`config.mk`:
```
export PLATFORM = sky130hd
export DESIGN_NAME = ex_mem_pipe_reg_flat
export DESIGN_NICKNAME = d
export VERILOG_FILES = /design/src/rtl/ex_mem_pipe_reg_if.sv /design/src/rtl/ex_mem_pipe_reg.sv /design/src/flat_wrapper.sv
export SDC_FILE = /design/constraint.sdc
export NUM_CORES = 1
export LEC_CHECK = 0
export ABC_CLOCK_PERIOD_IN_PS = 1400
export CAP_MARGIN = 20
export CORE_ASPECT_RATIO = 0.8
export CORE_MARGIN = 10
export CORE_UTILIZATION = 47
export CTS_BUF_LIST = sky130_fd_sc_hd__clkbuf_4 sky130_fd_sc_hd__clkbuf_8 sky130_fd_sc_hd__clkbuf_16
export CTS_CLUSTER_SIZE = 12
export DETAILED_ROUTE_END_ITERATION = 6
export PLACE_DENSITY = 0.84
export SLEW_MARGIN = 20
export SYNTH_ARGS = -nofsm -noshare
export SYNTH_HDL_FRONTEND = slang
export SYNTH_SLANG_ARGS = --single-unit
export TNS_END_PERCENT = 30
```
`constraint.sdc`:
```
create_clock -name clk -period 1.4 [get_ports clk]
set_input_delay 0.14 -clock clk [delete_from_list [all_inputs] [get_ports clk]]
set_output_delay 0.14 -clock clk [all_outputs]
set_load 0.02 [all_outputs]
```
`src/rtl/ex_mem_pipe_reg_if.sv`:
```
// ex_mem_pipe_reg_if: EX-side and MEM-side handshake/data bundle for the EX->MEM pipeline register.
// The slave modport is the pipeline register's view; master is the surrounding pipeline's view.
interface ex_mem_pipe_reg_if #(
    parameter int XLEN = 64,
    parameter int RAW  = 5,
    parameter int F3W  = 3
);
    logic            in_valid;
    logic            in_ready;
    logic [XLEN-1:0] alu_result_in;
    logic [XLEN-1:0] store_data_in;
    logic [5:0]      ctrl_in;
    logic [RAW-1:0]  rd_in;
    logic [F3W-1:0]  funct3_in;

    logic            out_valid;
    logic            out_ready;
    logic [XLEN-1:0] alu_result_out;
    logic [XLEN-1:0] store_data_out;
    logic [5:0]      ctrl_out;
    logic [RAW-1:0]  rd_out;
    logic [F3W-1:0]  funct3_out;

    modport slave (
        input  in_valid, alu_result_in, store_data_in, ctrl_in, rd_in, funct3_in, out_ready,
        output in_ready, out_valid, alu_result_out, store_data_out, ctrl_out, rd_out, funct3_out
    );

    modport master (
        output in_valid, alu_result_in, store_data_in, ctrl_in, rd_in, funct3_in, out_ready,
        input  in_ready, out_valid, alu_result_out, store_data_out, ctrl_out, rd_out, funct3_out
    );
endinterface

```
`src/rtl/ex_mem_pipe_reg.sv`:
```
// ex_mem_pipe_reg: EX->MEM stage register with valid/ready handshake, 2-entry skid buffer and flush.
// Define EX_MEM_STALL_CNT_EN to add the saturating stall_cnt output.
module ex_mem_pipe_reg #(
    parameter int XLEN = 64,
    parameter int RAW  = 5,
    parameter int F3W  = 3
) (
    input  logic                  clk,
    input  logic                  reset,
    input  logic                  flush,
    ex_mem_pipe_reg_if.slave      bus
`ifdef EX_MEM_STALL_CNT_EN
    ,
    output logic [31:0]           stall_cnt
`endif
);

    typedef enum logic [1:0] {
        EMPTY = 2'd0,
        ONE   = 2'd1,
        FULL  = 2'd2
    } state_e;

    typedef struct packed {
        logic [XLEN-1:0] alu;
        logic [XLEN-1:0] sd;
        logic [5:0]      ctrl;
        logic [RAW-1:0]  rd;
        logic [F3W-1:0]  f3;
    } entry_t;

    state_e state_q, state_d;
    entry_t main_q, main_d;
    entry_t skid_q, skid_d;
    entry_t in_entry;
    logic   accept;
    logic   drain;

    assign in_entry = {bus.alu_result_in, bus.store_data_in, bus.ctrl_in, bus.rd_in, bus.funct3_in};

    // Ready is decoded from registered occupancy only, so MEM stalls never reach EX combinationally.
    assign bus.in_ready  = (state_q != FULL);
    assign bus.out_valid = (state_q != EMPTY);
    assign accept        = bus.in_valid & (state_q != FULL);
    assign drain         = bus.out_ready & (state_q != EMPTY);

    assign bus.alu_result_out = main_q.alu;
    assign bus.store_data_out = main_q.sd;
    assign bus.rd_out         = main_q.rd;
    assign bus.funct3_out     = main_q.f3;
    assign bus.ctrl_out       = (state_q != EMPTY) ? main_q.ctrl : 6'b0;

    always_comb begin
        // NOTE: every always_comb output is defaulted first so no path leaves it unassigned (no latch).
        state_d = state_q;
        main_d  = main_q;
        skid_d  = skid_q;

        if (flush) begin
            state_d     = EMPTY;
            main_d.ctrl = 6'b0;
            skid_d.ctrl = 6'b0;
        end else begin
            unique case (state_q)
                EMPTY: begin
                    if (accept) begin
                        main_d  = in_entry;
                        state_d = ONE;
                    end
                end
                ONE: begin
                    if (accept && drain) begin
                        main_d = in_entry;
                    end else if (accept) begin
                        skid_d  = in_entry;
                        state_d = FULL;
                    end else if (drain) begin
                        state_d = EMPTY;
                    end
                end
                FULL: begin
                    if (drain) begin
                        main_d  = skid_q;
                        state_d = ONE;
                    end
                end
                default: state_d = EMPTY;
            endcase
        end
    end

    always_ff @(posedge clk) begin
        // NOTE: both data entries are reset too, so no output field can carry X out of reset.
        if (!reset) begin
            state_q <= EMPTY;
            main_q  <= '0;
            skid_q  <= '0;
        end else begin
            // NOTE: sequential state uses non-blocking assignment so all registers update together.
            state_q <= state_d;
            main_q  <= main_d;
            skid_q  <= skid_d;
        end
    end

`ifdef EX_MEM_STALL_CNT_EN
    logic [31:0] stall_cnt_q;

    // Counts MEM back-pressure cycles; flush deliberately leaves it alone.
    always_ff @(posedge clk) begin
        if (!reset) begin
            stall_cnt_q <= '0;
        end else if ((state_q != EMPTY) && !bus.out_ready && (stall_cnt_q != 32'hFFFF_FFFF)) begin
            stall_cnt_q <= stall_cnt_q + 32'd1;
        end
    end

    assign stall_cnt = stall_cnt_q;
`endif

endmodule

```
`src/flat_wrapper.sv`:
```
// flat-port wrapper written by rule: the top's interface ports become plain ports
module ex_mem_pipe_reg_flat 
#(
    parameter int XLEN = 64,
    parameter int RAW  = 5,
    parameter int F3W  = 3
)
  (clk, reset, flush, bus_in_valid, bus_alu_result_in, bus_store_data_in, bus_ctrl_in, bus_rd_in, bus_funct3_in, bus_out_ready, bus_in_ready, bus_out_valid, bus_alu_result_out, bus_store_data_out, bus_ctrl_out, bus_rd_out, bus_funct3_out);
  ex_mem_pipe_reg_if #(.XLEN(XLEN), .RAW(RAW), .F3W(F3W)) bus_i ();
  input  logic clk;
  input  logic reset;
  input  logic flush;
  input wire logic [$bits(bus_i.in_valid)-1:0] bus_in_valid;
  input wire logic [$bits(bus_i.alu_result_in)-1:0] bus_alu_result_in;
  input wire logic [$bits(bus_i.store_data_in)-1:0] bus_store_data_in;
  input wire logic [$bits(bus_i.ctrl_in)-1:0] bus_ctrl_in;
  input wire logic [$bits(bus_i.rd_in)-1:0] bus_rd_in;
  input wire logic [$bits(bus_i.funct3_in)-1:0] bus_funct3_in;
  input wire logic [$bits(bus_i.out_ready)-1:0] bus_out_ready;
  output wire logic [$bits(bus_i.in_ready)-1:0] bus_in_ready;
  output wire logic [$bits(bus_i.out_valid)-1:0] bus_out_valid;
  output wire logic [$bits(bus_i.alu_result_out)-1:0] bus_alu_result_out;
  output wire logic [$bits(bus_i.store_data_out)-1:0] bus_store_data_out;
  output wire logic [$bits(bus_i.ctrl_out)-1:0] bus_ctrl_out;
  output wire logic [$bits(bus_i.rd_out)-1:0] bus_rd_out;
  output wire logic [$bits(bus_i.funct3_out)-1:0] bus_funct3_out;
  assign bus_i.in_valid = bus_in_valid;
  assign bus_i.alu_result_in = bus_alu_result_in;
  assign bus_i.store_data_in = bus_store_data_in;
  assign bus_i.ctrl_in = bus_ctrl_in;
  assign bus_i.rd_in = bus_rd_in;
  assign bus_i.funct3_in = bus_funct3_in;
  assign bus_i.out_ready = bus_out_ready;
  assign bus_in_ready = bus_i.in_ready;
  assign bus_out_valid = bus_i.out_valid;
  assign bus_alu_result_out = bus_i.alu_result_out;
  assign bus_store_data_out = bus_i.store_data_out;
  assign bus_ctrl_out = bus_i.ctrl_out;
  assign bus_rd_out = bus_i.rd_out;
  assign bus_funct3_out = bus_i.funct3_out;
  ex_mem_pipe_reg #(.XLEN(XLEN), .RAW(RAW), .F3W(F3W)) u_core (.clk(clk), .reset(reset), .flush(flush), .bus(bus_i));
endmodule
```
* Word level (Yosys, flattened, before mapping)
Index checks and enable logic that the tools add are counted.
** Operators by class
- Muxes and demuxes :: 11
- Equality and inequality tests :: 8
- Bitwise gates (word level) :: 5
- Reduce and logical (&&, ||, !) cells :: 10
** Operator list (number)
- 142-bit 2-to-1 mux :: 3
- 142-bit case mux with 3 select lines :: 1
- 4-bit AND reduction :: 3
- 2-bit 2-to-1 mux :: 5
- 6-bit 2-to-1 mux :: 1
- 2-bit by 1-bit inequality test with 1-bit output (second input constant) :: 3
- 2-bit case mux with 3 select lines :: 1
- 5-bit AND reduction :: 1
- 2-bit inequality test (second input constant) :: 2
- 3-bit by 1-bit inequality test with 1-bit output (second input constant) :: 1
- 1-bit NOT :: 3
- 3-bit AND reduction :: 1
- 3-bit nonzero test :: 1
- 1-bit bitwise AND :: 2
- 2-bit by 1-bit == test with 1-bit output (second input constant) :: 1
- 2-bit == test (second input constant) :: 1
- 2-bit logical NOT :: 1
- 2-bit nonzero test :: 1
- 2-bit OR reduction :: 1
- 1-bit logical AND :: 1
** Word-level totals
- Register bits after elaboration :: 286
- Logic and storage cells :: 45
- Output and inout bits :: 144

* Depth between registers and ports, before layout
- Depth in word-level cells :: 6
- Gate-level depth with buffers :: 8
- Mapped depth without buffers :: 4

* Worst setup path before layout
OpenSTA, ideal clock, no wires.
- Kind :: register -> register
- From :: register u_core.state_q[0]
- To :: register u_core.main_q, in the netlist u_core.bus.funct3_out[0]
- Setup slack :: -0.163 ns
- Cell stages (with the launch flop) :: 8
- Data arrival time :: 1.441 ns
- Setup time :: 0.122 ns
- Period minus slack after synthesis :: 1.563 ns
- Required time :: 1.278 ns
- Cells stage by stage :: dfxtp_1 -> nand2b_1 -> buf_2 -> buf_4 -> buf_4 -> mux2_2 -> nand2_1 -> o21ai_1
** On the way
- Longest elaborated chain between the ends :: 5
** RTL lines
- start: declaration :: RTL line ex_mem_pipe_reg.sv:32 : state_e state_q, state_d;
- start signal: assignment :: RTL line ex_mem_pipe_reg.sv:100 : state_q <= state_d;
- 2-bit inequality test *
- named net bus_in_ready :: RTL line flat_wrapper.sv:20 : output wire logic [$bits(bus_i.in_ready)-1:0] bus_in_ready;
- 1-bit bitwise AND * :: RTL line ex_mem_pipe_reg.sv:44 : assign accept = bus.in_valid & (state_q != FULL);
- 1-bit logical AND :: RTL line ex_mem_pipe_reg.sv:72 : if (accept && drain) begin
- 2-bit by 1-bit inequality test with 1-bit output (no line)
- 5-bit AND reduction (no line) *
- end signal: assignment :: RTL line ex_mem_pipe_reg.sv:101 : main_q <= main_d;
- end: declaration :: RTL line ex_mem_pipe_reg.sv:33 : entry_t main_q, main_d;
Mark *: on every way through the listed nets, which the timed path passes. The rest lies on a longest branch.
A chain may end at the register's enable or synchronous reset.

* Worst setup path after layout
- From :: register u_core.state_q[0]
- To :: register u_core.skid_q[15] (netlist name)
** On the way
- Longest elaborated chain between the ends :: 5
** RTL lines
- 2-bit inequality test / 2-bit nonzero test (equally long branches) :: RTL line ex_mem_pipe_reg.sv:44, ex_mem_pipe_reg.sv:45
- 1-bit bitwise AND (on tied branches) :: RTL line ex_mem_pipe_reg.sv:44, ex_mem_pipe_reg.sv:45
- 1-bit logical AND :: RTL line ex_mem_pipe_reg.sv:72
- 1-bit NOT (no line)
- 4-bit AND reduction (no line) *
- end signal: assignment :: RTL line ex_mem_pipe_reg.sv:102 : skid_q <= skid_d;
- end: declaration :: RTL line ex_mem_pipe_reg.sv:34 : entry_t skid_q, skid_d;
Every way passes the cells marked *; elsewhere a longest branch is shown, timed or not.

==> impl_summary.log <==
[metrics] result of the run: complete, but fails checks
[metrics] violations in the final reports: setup timing
[metrics] DIE HEIGHT: 173 um
[metrics] fraction of layout cells with a size suffix above 1: between 20% and 30%
[metrics] leakage power figure: around 7.3 nW
[metrics] number of flops mapped to enable cells by yosys: 0
[metrics] DR vias/cell: ~5.7
[metrics] post-layout min period: about 1.7 ns
[metrics] Area growth, synth to finish: 36.5%
[metrics] RD Place Congestion: approximately 0.8
[metrics] critical path's largest stage delay: 0.38 ns
[metrics] final layout net count: about 1900
[metrics] hpwl dp: about 26 mm
[metrics] initial antenna violation count: 2
[metrics] via count of the first global-routing pass: ~12000
[metrics] number of library cell types mapped by synthesis: 26
[metrics] critical setup path kind: reg -> reg
[metrics] die outline area: approximately 37000 sq um
[metrics] root buffer cell: sky130_fd_sc_hd__clkbuf_16
[metrics] via count: 12000
[metrics] sequential area share after synthesis: between 40% and 50%
[metrics] synthesized area per cell: approximately 8.8 sq um
[metrics] kind of path behind the tightest hold check: in -> reg
[metrics] reported max-cap violation count: 0
[metrics] maximum vdd drop: approximately 0.00089 V
[metrics] worst-margin pin slew: 0.716 ns
[metrics] overall fraction of global-route tracks in use: about 21%
[metrics] most used flip-flop cell after synthesis: sky130_fd_sc_hd__dfxtp_1
[metrics] Final setup violation count: roughly 290
[metrics] Max Clock Freq: 0.595 GHz
[metrics] H-tree Lvls: 1
[metrics] busiest layer in global routing: met2
[metrics] setup repair after global routing missed its margin: true
[metrics] part of the cycle the worst path needs: 120%
[metrics] x dimension of the die: ~210 um
[metrics] setup TNS after final layout: -54.62 ns
[metrics] leading post-synthesis cells by cell area: sky130_fd_sc_hd__dfxtp_1, sky130_fd_sc_hd__nand2_1, sky130_fd_sc_hd__mux2_2
[metrics] Clk pin slew, worst setup/hold paths: about 0.06 ns
[metrics] largest buffer count on any clock path: 3
[metrics] crit path setup slack, layout: -0.280 ns
[metrics] data arrival time of the critical path: 2.16 ns
[metrics] areal power density over the cells: roughly 1000 nW/um^2
[metrics] met1 Track Usage GR: around 26%
[metrics] routed length per instance: roughly 22 um
[metrics] Startpoint Class: flop
[metrics] crit path cell chain: buf_6 > and4bb_1 > and2b_4 > buf_12 > buf_16 > nand2_1 > a21boi_1
[metrics] Setup Skew: roughly 0.0087 ns
[metrics] kind of end point of the critical path: flop
[metrics] WL final: approximately 46 mm
[metrics] Max Transition Viols Final: 0
[metrics] total gr overflow: 0
[metrics] GR Layer Usage met2: between 30% and 40%
[metrics] Top Ports: approximately 290
[metrics] most frequent cell after synthesis: sky130_fd_sc_hd__nand2_1
[metrics] global-route wire length before repair: 62.9 mm
[metrics] antenna violation net count after detailed routing: 0
[metrics] crit path max fanout: 37
[metrics] Placement Rows: 55
[metrics] Cell Area, Synth: about 14000 sq um
[metrics] number of storage elements in the synthesis netlist: 286
[metrics] number of buffers added on ports: 290
[metrics] DRC violation count after routing: 0
[metrics] maximum number of pins on one net before global-route repair: about 110
[metrics] initial core utilization: about 48%
[metrics] net count after synthesis: roughly 1700
[metrics] Layout fillers: between 2000 and 2500
[metrics] GR met3 Demand/Resource: roughly 6.8%
[metrics] FFs w/ async S/R, synth: 0%
[metrics] floorplan core area: around 29000 sq um
[metrics] Worst path slowest cell: sky130_fd_sc_hd__dfxtp_4
[metrics] number of clock sinks seen by CTS: around 290
[metrics] cell count after synthesis: approximately 1600
[metrics] CTS tree: built
[metrics] Worst-Skew Late Latency: ~0.56 ns
[metrics] Yosys warning count: 0
[metrics] Slew headroom: between 50% and 60%
[metrics] most instantiated cells after synthesis: sky130_fd_sc_hd__nand2_1, sky130_fd_sc_hd__dfxtp_1, sky130_fd_sc_hd__buf_4, sky130_fd_sc_hd__mux2_2, sky130_fd_sc_hd__o211ai_1
[metrics] core occupancy in the finished layout: between 60% and 70%
[metrics] Pre-Repair DR Iteration Count: 7
[metrics] final hold violations: 0
[metrics] First DRT Iteration DRCs: roughly 950
[metrics] CP Data Required Time: 1.88 ns
[metrics] TritonCTS buffer count: 30
[metrics] area share of the largest cell type after synthesis: roughly two fifths
[metrics] library cell occupying the most area in the post-synthesis netlist: sky130_fd_sc_hd__dfxtp_1
==> cells by family (layout without fill, tap and decap cells) <==
kind of cell           Yosys count  after routing  share of synthesized area, %
muxes                          149            149                          12.1
AOI/OAI and AO/OA              419            419                          21.4
and+or+nand+nor                439            439                          12.3
buffers and inverters          276            454                          12.6
other                            0              2                             0
DFF                            286            286                          41.6
==> cells in the final DEF, fill, tap and decap left out, types with 2 or more instances in the layout <==
cell	Yosys	routed
sky130_fd_sc_hd__nand2_1	409	355
sky130_fd_sc_hd__dfxtp_1	286	284
sky130_fd_sc_hd__clkdlybuf4s50_1	0	144
sky130_fd_sc_hd__o211ai_1	136	136
sky130_fd_sc_hd__o21ai_1	41	115
sky130_fd_sc_hd__a21boi_1	0	86
sky130_fd_sc_hd__clkdlybuf4s15_1	0	69
sky130_fd_sc_hd__mux2_2	136	68
sky130_fd_sc_hd__mux2_4	0	68
sky130_fd_sc_hd__clkbuf_16	0	56
sky130_fd_sc_hd__a21boi_2	40	49
sky130_fd_sc_hd__nand2_2	0	48
sky130_fd_sc_hd__buf_4	155	38
sky130_fd_sc_hd__dlygate4sd2_1	0	35
sky130_fd_sc_hd__clkdlybuf4s15_2	0	31
sky130_fd_sc_hd__buf_12	0	24
sky130_fd_sc_hd__buf_6	3	23
sky130_fd_sc_hd__mux2i_1	13	13
sky130_fd_sc_hd__nor2_1	14	13
sky130_fd_sc_hd__o21ai_0	96	12
sky130_fd_sc_hd__o21ai_2	0	10
sky130_fd_sc_hd__buf_16	0	8
sky130_fd_sc_hd__a211oi_1	7	6
sky130_fd_sc_hd__nand2_4	0	6
sky130_fd_sc_hd__clkbuf_4	0	6
sky130_fd_sc_hd__nor2b_1	8	4
sky130_fd_sc_hd__clkbuf_8	0	4
sky130_fd_sc_hd__buf_8	4	4
sky130_fd_sc_hd__buf_2	34	4
sky130_fd_sc_hd__nor2b_4	0	3
sky130_fd_sc_hd__nand2b_4	0	3
sky130_fd_sc_hd__diode_2	0	2
sky130_fd_sc_hd__nand2b_1	5	2
sky130_fd_sc_hd__bufinv_16	0	2
sky130_fd_sc_hd__clkinv_2	0	2
sky130_fd_sc_hd__clkinvlp_4	0	2
sky130_fd_sc_hd__dfxtp_4	0	2
==> per-stage QoR <==
step	worst slack (ns)	instance area [sq um]	std cells	power (mW)	hold slack (ns)
2_1_floorplan	-0.0538	13900	1569	10.1	0.205
3_3_place_gp	-0.389	16200	2017	11.1	0.445
3_5_place_dp	-0.471	16200	2017	11.1	0.455
4_1_cts	-0.281	17600	2080	19.0	0.0481
5_1_grt	-0.348	18800	2118	19.8	0.104
6_report	-0.280	18800	2119	19.2	0.0781
==> power by group <==
part           switching, mW  internal (mW)  total [mW]
Clock                   3.27           4.68        7.95
Sequential             0.152           8.39        8.54
Combinational           1.37           1.35        2.72
Total                   4.79           14.4        19.2
==> critical path, delay by kind of cell (launching register included) <==
| kind | cells | cell delay [ns] |
|---|---|---|
| flip-flops | 1 | 0.38 |
| buffers and inverters | 3 | 0.42 |
| AO/OA/AOI/OAI | 1 | 0.16 |
| AND/OR/NAND/NOR | 3 | 0.61 |
==> state kept, by name (all words and copies together), names as in the netlist <==
register / cells
u_core.bus.funct3_out: 3
u_core.main_q: 6
u_core.skid_q: 142
u_core.bus.rd_out: 5
u_core.bus.store_data_out: 64
u_core.bus.alu_result_out: 64
u_core.state_q: 2
==> worst paths after layout <==
path	slack (ns)	endpoint	start	depth (start not counted)
max reg2reg	-0.28	u_core.skid_q[15]$_SDFFE_PN0P_	u_core.state_q[0]$_SDFFE_PP0P_	7
min reg2reg	0.45	u_core.skid_q[54]$_SDFFE_PN0P_	u_core.skid_q[54]$_SDFFE_PN0P_	2
min	0.08	u_core.state_q[0]$_SDFFE_PP0P_	flush	3
max	-0.28	u_core.skid_q[15]$_SDFFE_PN0P_	u_core.state_q[0]$_SDFFE_PP0P_	7
==> area by class of cell <==
| type | instances | area [sq um] | area share (%) |
|---|---|---|---|
| antenna | 2 | 5.00 | 0.0266 |
| clock buffer | 41 | 876 | 4.66 |
| clock inverter | 6 | 85.1 | 0.453 |
| inverter | 1 | 3.75 | 0.0200 |
| multi-input combinational | 1007 | 6870 | 36.6 |
| sequential | 286 | 5730 | 30.5 |
| tap | 370 | 463 | 2.46 |
| timing repair buffer | 406 | 4750 | 25.3 |
==> layer usage <==
layer | wire, um | vias up
li1 | - | 5551
met1 | 19000 | 5885
met2 | 21800 | 482
met3 | 4040 | 82
met4 | 1100 | 0
met5 | 0 | -
==> timing repair <==
item                                    CTS  global route
hold buffers                              1             0
cloned                                    4            28
endpoints found under the hold margin     3             0
gates resized for setup                 535           152
pin swaps                                32            17
endpoints found under the setup margin  420           374
buffers inserted                         11            14
(Power assumes the default switching activity.)
